$ cat src/rtl/latex_uart_pkg.sv
// Shared types and constants for the LaTeX text UART transmitter.
// LATEX_UART_PARITY_EN adds the even-parity state and bit.
package latex_uart_pkg;

  localparam int unsigned DATA_BITS = 8;
  localparam int unsigned STOP_BITS = 1;
`ifdef LATEX_UART_PARITY_EN
  localparam int unsigned PARITY_BITS = 1;
`else
  localparam int unsigned PARITY_BITS = 0;
`endif
  // Start + data + optional parity + stop, in bit periods.
  localparam int unsigned FRAME_BITS = 1 + DATA_BITS + PARITY_BITS + STOP_BITS;

  typedef enum logic [2:0] {
    StIdle   = 3'd0,
    StStart  = 3'd1,
    StData   = 3'd2,
`ifdef LATEX_UART_PARITY_EN
    StParity = 3'd3,
`endif
    StStop   = 3'd4
  } uart_state_e;

endpackage

$ cat src/rtl/latex_char_fifo.sv
// Synchronous byte FIFO with occupancy count; pointers wrap modulo DEPTH (power of two).
module latex_char_fifo #(
  parameter int unsigned DEPTH = 4,
  parameter int unsigned WIDTH = 8
) (
  input  logic                     clk_i,
  input  logic                     rst_ni,
  input  logic                     push_i,
  input  logic [WIDTH-1:0]         wr_data_i,
  input  logic                     pop_i,
  output logic [WIDTH-1:0]         rd_data_o,
  output logic                     full_o,
  output logic                     empty_o,
  output logic [$clog2(DEPTH):0]   level_o
);

  localparam int unsigned AddrW  = $clog2(DEPTH);
  localparam int unsigned LevelW = $clog2(DEPTH) + 1;

  logic [WIDTH-1:0]  mem_q [DEPTH];
  logic [AddrW-1:0]  wr_ptr_q, rd_ptr_q;
  logic [LevelW-1:0] level_q;
  logic              do_push, do_pop;

  assign full_o  = (level_q == LevelW'(DEPTH));
  assign empty_o = (level_q == '0);
  // Guards come from registered state only, so a pop never frees a slot in the same cycle.
  assign do_push = push_i & ~full_o;
  assign do_pop  = pop_i & ~empty_o;

  always_ff @(posedge clk_i or negedge rst_ni) begin
    if (!rst_ni) begin
      wr_ptr_q <= '0;
      rd_ptr_q <= '0;
      level_q  <= '0;
    end else begin
      if (do_push) wr_ptr_q <= wr_ptr_q + AddrW'(1);
      if (do_pop)  rd_ptr_q <= rd_ptr_q + AddrW'(1);
      if (do_push != do_pop) begin
        level_q <= do_push ? level_q + LevelW'(1) : level_q - LevelW'(1);
      end
    end
  end

  always_ff @(posedge clk_i) begin
    if (do_push) mem_q[wr_ptr_q] <= wr_data_i;
  end

  assign rd_data_o = mem_q[rd_ptr_q];
  assign level_o   = level_q;

endmodule

$ cat src/rtl/latex_uart_tx.sv
// UART transmitter for LaTeX text bytes: FIFO-buffered, LSB-first 8N1 on a single pin.
// Define LATEX_UART_PARITY_EN to send an even-parity bit between data and stop (8E1).
module latex_uart_tx
  import latex_uart_pkg::*;
#(
  parameter int unsigned CLK_DIV    = 16,
  parameter int unsigned FIFO_DEPTH = 4
) (
  input  logic                          clk,
  input  logic                          rst_n,
  input  logic [7:0]                    in_data,
  input  logic                          in_valid,
  output logic                          in_ready,
  output logic                          tx,
  output logic                          busy,
  output logic [$clog2(FIFO_DEPTH):0]   fifo_level
);

  localparam int unsigned LevelW  = $clog2(FIFO_DEPTH) + 1;
  localparam logic [15:0] BaudMax = 16'(CLK_DIV - 1);

  uart_state_e state_q, state_d;
  logic [15:0] baud_q, baud_d;
  logic [2:0]  bit_cnt_q, bit_cnt_d;
  logic [7:0]  shift_q, shift_d;
  logic        tx_q, tx_d;
  logic        busy_q, busy_d;
`ifdef LATEX_UART_PARITY_EN
  logic        parity_q, parity_d;
`endif

  logic              push, pop;
  logic              fifo_full, fifo_empty;
  logic [7:0]        fifo_data;
  logic [LevelW-1:0] level_next;

  assign in_ready = ~fifo_full;
  assign push     = in_valid & in_ready;

  latex_char_fifo #(
    .DEPTH (FIFO_DEPTH),
    .WIDTH (8)
  ) u_fifo (
    .clk_i     (clk),
    .rst_ni    (rst_n),
    .push_i    (push),
    .wr_data_i (in_data),
    .pop_i     (pop),
    .rd_data_o (fifo_data),
    .full_o    (fifo_full),
    .empty_o   (fifo_empty),
    .level_o   (fifo_level)
  );

  always_comb begin
    state_d   = state_q;
    baud_d    = baud_q;
    bit_cnt_d = bit_cnt_q;
    shift_d   = shift_q;
    tx_d      = tx_q;
    pop       = 1'b0;
`ifdef LATEX_UART_PARITY_EN
    parity_d  = parity_q;
`endif

    unique case (state_q)
      StIdle: begin
        if (!fifo_empty) pop = 1'b1;
      end
      StStart: begin
        if (baud_q == '0) begin
          state_d   = StData;
          baud_d    = BaudMax;
          bit_cnt_d = '0;
          tx_d      = shift_q[0];
        end else begin
          baud_d = baud_q - 16'd1;
        end
      end
      StData: begin
        if (baud_q == '0) begin
          baud_d = BaudMax;
          if (bit_cnt_q == 3'(DATA_BITS - 1)) begin
`ifdef LATEX_UART_PARITY_EN
            state_d = StParity;
            tx_d    = parity_q;
`else
            state_d = StStop;
            tx_d    = 1'b1;
`endif
          end else begin
            bit_cnt_d = bit_cnt_q + 3'd1;
            shift_d   = shift_q >> 1;
            tx_d      = shift_q[1];
          end
        end else begin
          baud_d = baud_q - 16'd1;
        end
      end
`ifdef LATEX_UART_PARITY_EN
      StParity: begin
        if (baud_q == '0) begin
          state_d = StStop;
          baud_d  = BaudMax;
          tx_d    = 1'b1;
        end else begin
          baud_d = baud_q - 16'd1;
        end
      end
`endif
      StStop: begin
        if (baud_q == '0) begin
          // Chain straight into the next start bit when more text is queued.
          if (!fifo_empty) pop = 1'b1;
          else             state_d = StIdle;
        end else begin
          baud_d = baud_q - 16'd1;
        end
      end
      default: begin
        state_d = StIdle;
        tx_d    = 1'b1;
      end
    endcase

    if (pop) begin
      state_d = StStart;
      baud_d  = BaudMax;
      shift_d = fifo_data;
      tx_d    = 1'b0;
`ifdef LATEX_UART_PARITY_EN
      parity_d = ^fifo_data;
`endif
    end
  end

  // Busy is registered, so it looks at the occupancy the FIFO will hold after this edge.
  assign level_next = fifo_level + LevelW'(push) - LevelW'(pop);
  assign busy_d     = (state_d != StIdle) || (level_next != '0);

  always_ff @(posedge clk or negedge rst_n) begin
    if (!rst_n) begin
      state_q   <= StIdle;
      baud_q    <= '0;
      bit_cnt_q <= '0;
      shift_q   <= '0;
      tx_q      <= 1'b1;
      busy_q    <= 1'b0;
`ifdef LATEX_UART_PARITY_EN
      parity_q  <= 1'b0;
`endif
    end else begin
      state_q   <= state_d;
      baud_q    <= baud_d;
      bit_cnt_q <= bit_cnt_d;
      shift_q   <= shift_d;
      tx_q      <= tx_d;
      busy_q    <= busy_d;
`ifdef LATEX_UART_PARITY_EN
      parity_q  <= parity_d;
`endif
    end
  end

  assign tx   = tx_q;
  assign busy = busy_q;

endmodule

$ cat config.mk
export PLATFORM = sky130hd
export DESIGN_NAME = latex_uart_tx
export DESIGN_NICKNAME = d
export VERILOG_FILES = /design/src/rtl/latex_uart_pkg.sv /design/src/rtl/latex_char_fifo.sv /design/src/rtl/latex_uart_tx.sv
export SDC_FILE = /design/constraint.sdc
export NUM_CORES = 1
export LEC_CHECK = 0
export ABC_AREA = 1
export BUFFER_PORTS_ARGS = -buffer_cell sky130_fd_sc_hd__clkbuf_2
export CAP_MARGIN = 20
export CORE_AREA = 2 2 78 154
export DETAILED_ROUTE_END_ITERATION = 10
export DIE_AREA = 0 0 80 156
export PLACE_DENSITY = 0.54
export RECOVER_POWER = 50
export SLEW_MARGIN = 20
export SYNTH_ARGS = -nofsm -noshare
export SYNTH_HDL_FRONTEND = slang
export SYNTH_SLANG_ARGS = --single-unit
$ cat constraint.sdc
create_clock -name clk -period 4.7 [get_ports clk]
set_clock_uncertainty 0.05 [all_clocks]
set_input_delay 0.47 -clock clk [delete_from_list [all_inputs] [get_ports clk]]
set_output_delay 0.47 -clock clk [all_outputs]
set_load 0.005 [all_outputs]
# Yosys cells after proc, flatten, opt, wreduce, memory -nomap -nowiden
# Memories as Yosys holds them, arrays and structs flattened.
# Index checks and enable logic that the tools add are counted.
# word_totals
reg_bits	39
ramBits	32
out_inout_bits	6
n_memories	1
# mem_list
memory	words	width	read_ports	rd_clocked_by_memory_dff	wr	line_no	rtl
u_fifo.mem_q	4	8	1	0	1	latex_char_fifo.sv:20	logic [WIDTH-1:0] mem_q [DEPTH];
# op_classes
n_addsub	8
eq_ne	14
n_mux	30
n_bitwise	5
n_reduce_logical	16
# ops
cell	n
2-to-1 mux 16 bit	3
2-to-1 mux 8 bit	4
one-hot mux 16 bit (2 select lines)	1
2-to-1 mux 3 bit	10
logical NOT 16 bit	1
subtractor 16 x 1 -> 16 bit, second input constant	1
one-hot mux 3 bit (4 select lines)	1
equality test 3 bit, second input constant	3
inequality test 3 bit, second input constant	3
nonzero test 3 bit	3
2-to-1 mux 1 bit	8
inequality test 2 bit, second input constant	4
adder 3 x 1 -> 3 bit, second input constant	2
logical NOT 3 bit	2
one-hot mux 3 bit (2 select lines)	1
AND reduction 3 bit	2
nonzero test 2 bit	3
adder 2 x 1 -> 2 bit, second input constant	2
AND reduction 4 bit	1
OR reduction 2 bit	2
adder 3 x 1 -> 3 bit	1
AND 1 bit	3
equality test 3 x 1 -> 1 bit, second input constant	1
equality test 3 x 2 -> 1 bit, second input constant	1
9 further kinds	10

# Logic depth before layout (Yosys ltp)
# Gate-level depths: netlist of run 1.
# depth
ltp_word	7
depth_mapped	15
mapped_depth_nobuf	14

# Cells and area by module
# From an unflattened synthesis of run 1, not the netlist that was laid out.
# unflattened
hier_cells	436
area_unflattened_um2	3754.9
# modules_own_cells
mod	instances	cells_per_inst	area_each_um2
latex_uart_tx	1	299	2113.3
latex_char_fifo	1	137	1641.6

# Worst setup path before layout of run 1
# OpenSTA, ideal clock, no wires.
# synth_timing
path_kind	reg-to-reg
start	reg baud_q[0]
end	reg busy_q, in the netlist busy
setup_ps	127
t_arrival_ps	2436
path_slack_ps	2087
path_stages_with_launch	16
n_path_buf	1
synth_period_minus_slack_ps	2613
cell_sequence	dfrtp_1 > inv_1 > ha_1 > nand3_2 > nor2_4 > nand2_2 > nand2_4 > nand2_4 > inv_4 > buf_6 > ha_1 > inv_1 > ha_1 > fa_1 > xor2_1 > nand3b_1
# synth_via
elab_chain_len	6
# synth_lines
element	line_no	rtl
start, declared	latex_uart_tx.sv:23	logic [15:0] baud_q, baud_d;
start signal, assigned	latex_uart_tx.sv:154	baud_q <= baud_d;
logical NOT 16 bit (*)	latex_uart_tx.sv:71, latex_uart_tx.sv:81, latex_uart_tx.sv:112	
2-to-1 mux 1 bit, or another cell as far along	latex_uart_tx.sv:112	if (baud_q == '0) begin
one-hot mux 1 bit (2 select lines) or one-hot mux 3 bit (4 select lines) (tied branches)	latex_uart_tx.sv:66	unique case (state_q)
subtractor 3 x 1 -> 3 bit or 2-to-1 mux 3 bit (tied branches)	latex_uart_tx.sv:138, latex_uart_tx.sv:126	
nonzero test 3 bit	latex_uart_tx.sv:139	assign busy_d = (state_d != StIdle) || (level_next != '0);
logical OR 1 bit (*)	latex_uart_tx.sv:139	
net busy_d	latex_uart_tx.sv:27	logic busy_q, busy_d;
end signal, assigned	latex_uart_tx.sv:158	busy_q <= busy_d;
end, declared	latex_uart_tx.sv:27	
# The timed path passes the listed nets; every way through them passes the cells marked *.
# A chain may end at the register's enable or synchronous reset.

# Worst setup path after layout of run 1
# Ends and elaborated chain as after synthesis.

==> results of run 1 <==
[power groups by stage]
stage / Clock, mW / Combinational (mW) / Sequential [mW]
CTS: 0.665 / 0.270 / 0.773
finish: 0.651 / 0.257 / 0.771
detailed placement: 0 / 0.267 / 0.785
global placement: 0 / 0.260 / 0.783
global route: 0.690 / 0.301 / 0.780
floorplan: 0 / 0.180 / 0.776
[how the worst min path moves through the flow]
stage / to / cells after the start / slack, ns / start
2_1_floorplan: baud_q[0] / 0 / 0.12 / rst_n
3_3_place_gp: shift_q[7] / 2 / 0.41 / shift_q[7]
3_5_place_dp: shift_q[7] / 2 / 0.42 / shift_q[7]
4_1_cts: u_fifo.mem_q[3][6] / 1 / 0.29 / in_data[6]
5_1_grt: u_fifo.mem_q[3][3] / 1 / 0.34 / in_data[3]
6_report: u_fifo.mem_q[3][6] / 1 / 0.34 / in_data[6]
[sequential cells by signal, indices dropped and copies added (netlist names)]
name and cells:
u_fifo.mem_q 32, baud_q 16, shift_q 8, bit_cnt_q 3, state_q 3, u_fifo.level_o 3
u_fifo.rd_ptr_q 2, u_fifo.wr_ptr_q 2, busy 1, tx 1
[layout make-up]
class / count / area, µm²
Fill cell: 1191 / 7072
Timing Repair Buffer: 16 / 67.56
Tap cell: 142 / 177.7
Clock buffer: 9 / 225.2
Inverter: 40 / 160.2
Clock inverter: 7 / 62.56
Multi-Input combinational cell: 289 / 1583
Sequential cell: 71 / 1938
[stage by stage]
step | power, mW | hold slack (ns)
2_1_floorplan | 0.9559 | 0.1244
3_3_place_gp | 1.043 | 0.4088
3_5_place_dp | 1.051 | 0.4164
4_1_cts | 1.708 | 0.2860
5_1_grt | 1.772 | 0.3411
6_report | 1.679 | 0.3394
[worst register-to-register path: cells and delay by family, from the launching register on]
| family | cells | cell delay [ns] |
|---|---|---|
| simple gates | 6 | 0.85 |
| xor+xnor | 1 | 0.17 |
| fa+ha+maj | 4 | 1.10 |
| flops | 1 | 0.37 |
| buf+inv | 3 | 0.26 |
[cell usage after synthesis (2+ instances only)]
master / count / area share, %
xor2_1: 7 / 1.6
fa_1: 2 / 1.1
nor2_2: 4 / 0.67
xnor2_1: 5 / 1.2
nand2_2: 14 / 2.3
o22ai_1: 8 / 1.3
nand2_1: 92 / 9.2
nand3_2: 4 / 1.1
inv_1: 34 / 3.4
o21ai_0: 29 / 3.9
edfxtp_1: 32 / 26
nand3_1: 39 / 5.2
clkbuf_1: 4 / 0.40
buf_6: 3 / 0.90
nor2_4: 4 / 1.2
inv_2: 4 / 0.40
nor2_1: 47 / 4.7
nand2_4: 2 / 0.60
a21oi_1: 11 / 1.5
dfrtp_1: 38 / 25
buf_2: 2 / 0.27
nand3b_1: 2 / 0.40
ha_1: 9 / 3.0
[metal layers]
layer | wire length [µm] | vias up | GRT usage [%] | share of wire [%]
met5 | 0 | - | 0 | 0
met4 | 317 | 0 | 9.766 | 4.0
met3 | 148 | 22 | 2.141 | 1.9
met2 | 4661 | 46 | 26.94 | 58
met1 | 2857 | 1311 | 12.71 | 36
li1 | - | 1373 | - | -
[kinds of logic (layout without fill, tap and decap cells)]
family,Yosys count,after routing,share of synthesized area (%)
adder cells (fa/ha/maj),11,11,4.060
buffers and inverters,50,72,6.356
XOR/XNOR,13,13,3.394
flip-flops,71,71,51.55
AO/OA/AOI/OAI,51,51,7.454
AND/OR/NAND/NOR,214,214,27.19
==> flow_metrics.env, run 1 <==
export IMPL_nets=449
export IMPL_worstMarginPinSlew_ns=2.204
export IMPL_drt_iter0_drc=121
export IMPL_p_leak_nw=1.929
export IMPL_syn_area_um2=3760
export IMPL_post_cts_buffers=0
export IMPL_setup_viol=0
export IMPL_grt_pass1_vias=2891
export IMPL_grt_overflow_total=0
export IMPL_start_kind="flip-flop"
export IMPL_rows=55
export IMPL_fin_ws_ns=1.806
export IMPL_comb_power_share_pct=15.3
export IMPL_final_cell_mix="nand2_1 (92), nor2_1 (47), nand3_1 (39)"
export IMPL_place_ws_ns=1.787
export IMPL_path_depth=14
export IMPL_endpoint_kind="flip-flop"
export IMPL_gp_congestion=0.8275
export IMPL_critPathBufInv=3
export IMPL_power_clock_fraction_pct=38.8
export IMPL_startpoint="baud_q[0]"
export IMPL_ioPinCount=17
export IMPL_worstPathCellList="inv_1, ha_1, nand3_2, nor2_4, nand2_2, nand2_4, nand2_4, inv_4, ha_1, inv_1, ha_1, fa_1, xor2_1, nand3b_1"
export IMPL_avgSynthCellArea_um2=9.170
export IMPL_fin_util_pct=37.34
export IMPL_regToRegSetupSlack_ns=1.81
export IMPL_grt_use_total_pct=14.02
export IMPL_critPathKind="flip-flop to flip-flop"
export IMPL_ys_seq_area_share_pct=51.55
export IMPL_grt_antenna_before_repair=0
export IMPL_stdcell_count=574
export IMPL_syn_nets=432
export IMPL_hold_path_class="primary input to flip-flop"
export IMPL_cp_top_family="adder cells"
export IMPL_drc=0
export IMPL_dp_cells=558
export IMPL_synth_edff_count=32
export IMPL_swShare_pct=28.29
export IMPL_initial_core_util_pct=33.31
export IMPL_io_buffer_count=16
export IMPL_dieArea_um2=12480
export IMPL_diodes=0
export IMPL_cts_buffer_depth=2
export IMPL_syn_to_final_growth_pct=12.08
export IMPL_r2r_start="baud_q[0]"
export IMPL_cts_root_buf="clkbuf_16"
export IMPL_grt_first_pass_wirelength_mm=13.19
export IMPL_cts_hold_buf=0
export IMPL_outcome="complete, but fails checks"
export IMPL_slowest_stage="fa_1"
export IMPL_stdcell_area_um2=4214
export IMPL_cts_buffers=9
export IMPL_ys_flop_type="dfrtp_1"
export IMPL_finalCriticalPeriod_ns=2.894
export IMPL_cts_sinks=71
export IMPL_vias_per_cell=4.794
export IMPL_async_reset_ff_share_pct=54.93
export IMPL_arrival_ns=3.06
export IMPL_crit_top_cell="ha_1"
export IMPL_post_drt_wl_per_cell_um=13.91
export IMPL_timing_final_crit_share_pct=61.57
export IMPL_dpl_hpwl_mm=5.903
export IMPL_dr_pass1_iters=4
export IMPL_tns_ns=0
export IMPL_path_max_fanout=23
export IMPL_drt_antenna_violating_nets=0
export IMPL_hold_viol=0
export IMPL_htreeDepth=3
export IMPL_seq_power_share_pct=45.9
export IMPL_ff2ff_path_depth=14
export IMPL_cts_tree="yes"
export IMPL_rr_endpoint="busy"
export IMPL_vias=2752
export IMPL_ys_ff_latch=71
export IMPL_yosysWarnings=0
export IMPL_worst_path_largest_cell_delay_ns=0.39
export IMPL_die_h_um=156
export IMPL_max_vdd_ir_drop_mv=0.3088
export IMPL_final_max_slew_viol_count=40
export IMPL_slew_headroom_pct=-46.92
export IMPL_syn_inst=410
export IMPL_crit_path_end="busy"
export IMPL_path_clk_slew_ns=0.06
export IMPL_max_freq_mhz=345.6
export IMPL_grt_max_degree=40
export IMPL_p_int_mw=1.204
export IMPL_cts_resized=0
export IMPL_cp_required_ns=4.86
export IMPL_powerDensity_nw_per_um2=398.5
export IMPL_final_common_cell="nand2_1"
export IMPL_dpl_cell_area_um2=3939
export IMPL_power_switching_mw=0.4751
export IMPL_drt_wl_total_mm=7.984
export IMPL_layout_drive_gt1_share_pct=14.81
export IMPL_maxCapViolCount=1
export IMPL_violations="capacitance limit, slew limit"
export IMPL_yosysUniqueCellTypes=37
export IMPL_core_um2=11290
export IMPL_clkLatencyLatePin_ns=0.33
export IMPL_die_w_um=80
export IMPL_rsz0062_at_grt="false"
Note: power is estimated with default switching activity, not from simulation.
==> run 2, diff against run 1 <==
ABC_AREA = 0   (was 1)
CORE_AREA = 2 2 75 149   (was 2 2 78 154)
DIE_AREA = 0 0 77 151   (was 0 0 80 156)
PLACE_DENSITY = 0.56   (was 0.54)
clock period = 2.36 ns   (was 4.7 ns; I/O delays follow)
==> run 2 against run 1 <==
- the flow finishes with violations (setup timing)
- worst setup slack got worse by 2.1 ns
- cell count down 16%
- total power rose by 100%
- critical endpoint unchanged
- largest cell class unchanged
- largest power group unchanged
==> flow_metrics.env, run 2 <==
export IMPL_dr_pass1_iters=4
export IMPL_holdWs_ns=0.1038
export IMPL_core_um2=10480
export IMPL_diodes=0
export IMPL_worstMarginPinSlew_ns=0.9657
export IMPL_rsz0062_at_grt="true"
export IMPL_outcome="complete, but fails checks"
export IMPL_start_kind="flip-flop"
export IMPL_post_drt_wl_per_cell_um=15.54
export IMPL_layout_drive_gt1_share_pct=27.83
export IMPL_gp_congestion=0.7922
export IMPL_synth_top_area_share_pct=27.36
export IMPL_drc=0
export IMPL_grt_first_pass_wirelength_mm=12.66
export IMPL_r2r_start="baud_q[1]"
export IMPL_cts_sinks=71
export IMPL_cts_tree="yes"
export IMPL_io_buffer_count=16
export IMPL_critPathKind="flip-flop to flip-flop"
export IMPL_final_cell_mix="buf_4 (42), dfrtp_1 (38), edfxtp_1 (32)"
export IMPL_grt_pass1_vias=2653
export IMPL_cts_root_buf="clkbuf_16"
export IMPL_yosys_top_cells_count="dfrtp_1 (38), edfxtp_1 (32), nand2_1 (20)"
export IMPL_slew_headroom_pct=35.62
export IMPL_max_vdd_ir_drop_mv=0.6906
export IMPL_ys_ff_latch=71
export IMPL_cts_buffers=9
export IMPL_maxCapViolCount=0
export IMPL_hold_path_class="primary input to flip-flop"
export IMPL_violations="setup timing"
export IMPL_synth_edff_count=32
export IMPL_syn_to_final_growth_pct=24.12
export IMPL_htreeDepth=3
export IMPL_drt_antenna_violating_nets=0
export IMPL_cp_required_ns=2.51
export IMPL_top_regs="u_fifo.mem_q: 32 flops, baud_q: 16 flops, shift_q: 8 flops"
export IMPL_grt_max_degree=19
export IMPL_dpl_cell_area_um2=4061
export IMPL_ioPinCount=17
export IMPL_ys_seq_area_share_pct=55.18
export IMPL_dp_cells=464
export IMPL_initial_core_util_pct=33.52
export IMPL_path_max_fanout=2
export IMPL_die_h_um=151
export IMPL_hp_start="in_data[6]"
export IMPL_regMostFlops="u_fifo.mem_q"
export IMPL_yosysUniqueCellTypes=61
export IMPL_powerDensity_nw_per_um2=777.3
export IMPL_syn_inst=279
export IMPL_grt_overflow_total=0
export IMPL_p_leak_nw=1.743
export IMPL_largest_reg_flops=32
export IMPL_vias=2477
export IMPL_syn_nets=301
export IMPL_stdcell_count=482
export IMPL_clkLatencyLatePin_ns=0.33
export IMPL_vias_per_cell=5.139
export IMPL_regToRegSetupSlack_ns=-0.34
export IMPL_yosysWarnings=0
export IMPL_dpl_hpwl_mm=5.847
export IMPL_setup_viol=1
export IMPL_power_mw=3.388
export IMPL_nets=362
export IMPL_synth_most_common_cell="dfrtp_1"
export IMPL_fin_util_pct=41.61
export IMPL_ys_flop_type="dfrtp_1"
export IMPL_avgSynthCellArea_um2=12.59
export IMPL_stdcell_area_um2=4359
export IMPL_synth_area_leaders="edfxtp_1 (27%), dfrtp_1 (27%), mux4_2 (5.1%)"
export IMPL_endpoint_kind="flip-flop"
export IMPL_arrival_ns=2.85
export IMPL_fin_ws_ns=-0.3351
export IMPL_final_common_cell="buf_4"
export IMPL_dieArea_um2=11630
export IMPL_grt_use_total_pct=14.15
export IMPL_startpoint="baud_q[1]"
export IMPL_drt_wl_total_mm=7.488
export IMPL_final_max_slew_viol_count=0
export IMPL_syn_area_um2=3512
export IMPL_max_freq_mhz=371.1
export IMPL_finalCriticalPeriod_ns=2.695
export IMPL_path_clk_slew_ns=0.06
export IMPL_grt_antenna_before_repair=0
export IMPL_drt_iter0_drc=87
export IMPL_async_reset_ff_share_pct=54.93
export IMPL_hold_viol=0
export IMPL_timing_final_crit_share_pct=114.2
export IMPL_die_w_um=77
export IMPL_synth_top_area_cell="edfxtp_1"
export IMPL_rows=53
export IMPL_cts_buffer_depth=2
run 2: cell count changes after synthesis, moves of 10 or more:
cell	previous run	this run
a22o_1	0	10
o21ai_0	29	11
nand3_1	39	7
inv_1	34	13
nor2_1	47	15
nand2_2	14	0
nor3_1	1	12
nand2_1	92	20
run 2: power by group:
group	total [mW]	switching (mW)	internal (mW)
combinational	0.614	0.318	0.296
sequential	1.51	0.0501	1.46
clock	1.26	0.543	0.719
total	3.39	0.911	2.48
run 2: repair_timing:
item,in CTS,in global routing
endpoints found under the hold margin,13,0
setup buffers,2,0
endpoints found under the setup margin,1,2
hold buffers,1,0
pin swaps,2,2
resized for setup,5,0
run 2: cells by family after synthesis:
group / synth area share [%]
buffers and inverters: 2.921
AO/OA/AOI/OAI: 13.96
adder cells (fa/ha/maj): 4.631
XOR/XNOR: 2.245
multiplexers: 6.412
AND/OR/NAND/NOR: 14.64
flip-flops: 55.18
run 2: area by class of cell:
cell class | count | area [µm²]
Inverter | 13 | 48.80
Fill cell | 1045 | 6118
Multi-Input combinational cell | 184 | 1520
Clock buffer | 9 | 225.2
Clock inverter | 7 | 55.05
Sequential cell | 71 | 1938
Timing Repair Buffer | 61 | 400.4
Tap cell | 137 | 171.4
run 2: worst paths after layout:
| kind | to | depth (start not counted) |
|---|---|---|
| min | u_fifo.mem_q[2][6] | 1 |
| min reg2reg | shift_q[0] | 1 |
| min in group asynchronous | shift_q[6] | 2 |
| max | busy | 12 |
| max reg2reg | busy | 12 |
| max in group asynchronous | shift_q[3] | 3 |
run 2: stage by stage:
| stage | TNS (ns) | setup WS, ns |
|---|---|---|
| after floorplan | -0.7096 | -0.7096 |
| after global placement | -0.3722 | -0.3722 |
| after detailed placement | -0.4298 | -0.4298 |
| after CTS | -0.3920 | -0.3920 |
| after global routing | -0.4937 | -0.4937 |
| final | -0.3351 | -0.3351 |
run 2: metal layers:
| layer | track usage, % | up-vias | wire length (µm) |
|---|---|---|---|
| met5 | 0 | - | 0 |
| met4 | 7.321 | 0 | 263 |
| met2 | 28.11 | 43 | 4427 |
| met1 | 12.77 | 1226 | 2594 |
| li1 | - | 1187 | - |
| met3 | 3.695 | 21 | 202 |
run 2: worst max-delay path, stage by stage, from the launching register on:
cell      delay, ns
dfrtp_1        0.39
inv_2          0.08
ha_4           0.12
nor4b_4        0.25
nand4_4        0.15
a21boi_4       0.19
ha_4           0.14
inv_2          0.03
ha_4           0.14
fa_2           0.33
xor2_1         0.15
xnor2_1        0.13
or4_4          0.40
==> run 3, diff against run 2 <==
CORE_AREA = 10 10 72 134   (was 2 2 75 149)
DIE_AREA = 0 0 82 144   (was 0 0 77 151)
PLACE_DENSITY = 0.63   (was 0.56)
==> run 3 against run 2 <==
- first-iteration DRC count down 6.9%
- fmax shrank 0.70%
- cell count decreased by 8.9%
- total power is 5.4% higher
- combinational power grew 2%
- sequential share of layout area is essentially flat
- sequential power hardly changed
- the run still ends with setup timing left
- global-route usage down 0.15 points
- highest routed layer unchanged
- largest cell class unchanged
- die area grew 1.6%
- cell area hardly changed
- sequential cell count is the same
- critical path depth did not move
==> flow_metrics.env, run 3 (synthesis gave the netlist of run 2 again) <==
export IMPL_cts_buffers=9
export IMPL_cts_buffer_depth=2
export IMPL_stdcell_count=439
export IMPL_vias=2462
export IMPL_final_common_cell="buf_4"
export IMPL_finalCriticalPeriod_ns=2.714
export IMPL_regToRegSetupSlack_ns=-0.35
export IMPL_cp_required_ns=2.51
export IMPL_rows=45
export IMPL_final_cell_mix="buf_4 (43), dfrtp_1 (38), edfxtp_1 (32)"
export IMPL_path_max_fanout=2
export IMPL_endpoint_kind="flip-flop"
export IMPL_syn_to_final_growth_pct=24.01
export IMPL_start_kind="flip-flop"
export IMPL_holdWs_ns=0.1052
export IMPL_hold_viol=0
export IMPL_layout_drive_gt1_share_pct=28.70
export IMPL_grt_pass1_vias=2735
export IMPL_p_leak_nw=1.781
export IMPL_violations="setup timing"
export IMPL_worst_path_largest_cell_delay_ns=0.40
export IMPL_critPathKind="flip-flop to flip-flop"
export IMPL_ioPinCount=17
export IMPL_grt_use_total_pct=14.00
export IMPL_dp_cells=418
export IMPL_dr_pass1_iters=4
export IMPL_regMostFlops="u_fifo.mem_q"
export IMPL_hold_path_class="primary input to flip-flop"
export IMPL_core_um2=7545
export IMPL_outcome="complete, but fails checks"
export IMPL_top_regs="u_fifo.mem_q: 32 flops, baud_q: 16 flops, shift_q: 8 flops"
export IMPL_stdcell_area_um2=4355
export IMPL_fillers=626
export IMPL_powerDensity_nw_per_um2=820.3
export IMPL_grt_antenna_before_repair=0
export IMPL_arrival_ns=2.86
export IMPL_rsz0062_at_grt="true"
export IMPL_gp_congestion=0.8395
export IMPL_max_vdd_ir_drop_mv=0.7072
export IMPL_drt_antenna_violating_nets=0
export IMPL_dpl_hpwl_mm=5.690
export IMPL_timing_final_crit_share_pct=115.0
export IMPL_diodes=0
export IMPL_htreeDepth=3
export IMPL_die_h_um=144
export IMPL_clkLatencyLatePin_ns=0.33
export IMPL_grt_overflow_total=0
export IMPL_cts_tree="yes"
export IMPL_vias_per_cell=5.608
export IMPL_io_buffer_count=16
export IMPL_initial_core_util_pct=46.55
export IMPL_nets=362
export IMPL_worstMarginPinSlew_ns=0.9691
export IMPL_final_max_slew_viol_count=0
export IMPL_slowest_stage="or4_4"
export IMPL_crit_top_cell="ha_4"
export IMPL_post_drt_wl_per_cell_um=16.86
export IMPL_slew_headroom_pct=35.39
export IMPL_worstPathCellList="inv_2, ha_4, nor4b_4, nand4_4, a21boi_4, ha_4, inv_2, ha_4, fa_2, xor2_1, xnor2_1, or4_4"
export IMPL_cts_sinks=71
export IMPL_fin_ws_ns=-0.3540
export IMPL_dieArea_um2=11810
export IMPL_largest_reg_flops=32
export IMPL_grt_first_pass_wirelength_mm=12.61
export IMPL_drt_wl_total_mm=7.400
export IMPL_setup_viol=1
export IMPL_drt_iter0_drc=81
export IMPL_power_mw=3.573
export IMPL_grt_max_degree=23
export IMPL_drc=0
export IMPL_path_clk_slew_ns=0.06
export IMPL_die_w_um=82
export IMPL_cts_root_buf="clkbuf_16"
export IMPL_dpl_cell_area_um2=3985
export IMPL_maxCapViolCount=0
export IMPL_max_freq_mhz=368.5
run 3: power by group:
group	leakage, nW	switching (mW)	internal [mW]
Combinational	0.853	0.319	0.305
Sequential	0.769	0.0456	1.46
Clock	0.160	0.514	0.927
run 3: worst paths after layout:
check / start / end / depth (start not counted)
worst min-delay path: in_data[7] / u_fifo.mem_q[0][7] / 1
worst max-delay path: baud_q[1] / busy / 12
worst min register to register: shift_q[0] / shift_q[0] / 1
worst max register to register: baud_q[1] / busy / 12
max in group asynchronous: rst_n / tx / 3
min in group asynchronous: rst_n / baud_q[9] / 2
run 3: cell type report:
type,instances,area [µm²],share of cell area (%)
inverter,13,48.80,1.120
tap,94,117.6,2.700
clock inverter,7,96.34,2.212
multi-input combinational,184,1524,34.99
timing repair buffer,61,405.4,9.308
clock buffer,9,225.2,5.171
sequential,71,1938,44.50
run 3: metrics by stage:
stage	utilization [%]	TNS [ns]	setup WS, ns
after floorplan	-	-0.7096	-0.7096
after global placement	52.82	-0.3511	-0.3511
after detailed placement	52.82	-0.4256	-0.4256
after CTS	57.68	-0.4285	-0.4285
after global routing	57.73	-0.4536	-0.4536
final	57.73	-0.3540	-0.3540
run 3: layer usage:
| metal | up-vias | GRT usage [%] | part of all wire [%] | wire [µm] |
|---|---|---|---|---|
| met5 | - | 0 | 0 | 0 |
| met4 | 0 | 8.739 | 3.9 | 289 |
| met3 | 21 | 3.109 | 2.6 | 195 |
| met2 | 39 | 26.76 | 60 | 4412 |
| met1 | 1220 | 12.23 | 34 | 2502 |
| li1 | 1182 | - | - | - |
run 3: repair_timing:
action	CTS	global route
buffers inserted	2	3
setup endpoints to repair	1	5
hold endpoints to repair	17	0
hold buffers	1	0
resized for setup	5	1
pin swaps	6	5
cloned	0	0
run 3: worst max-delay path, delay by kind of cell (launching register included):
kind,cells,cell delay [ns]
DFF,1,0.38
xor gates and xnor gates,2,0.27
adders and majority gates,4,0.75
buffers and inverters,2,0.12
AOI/OAI and AO/OA,1,0.20
and+or+nand+nor,3,0.82
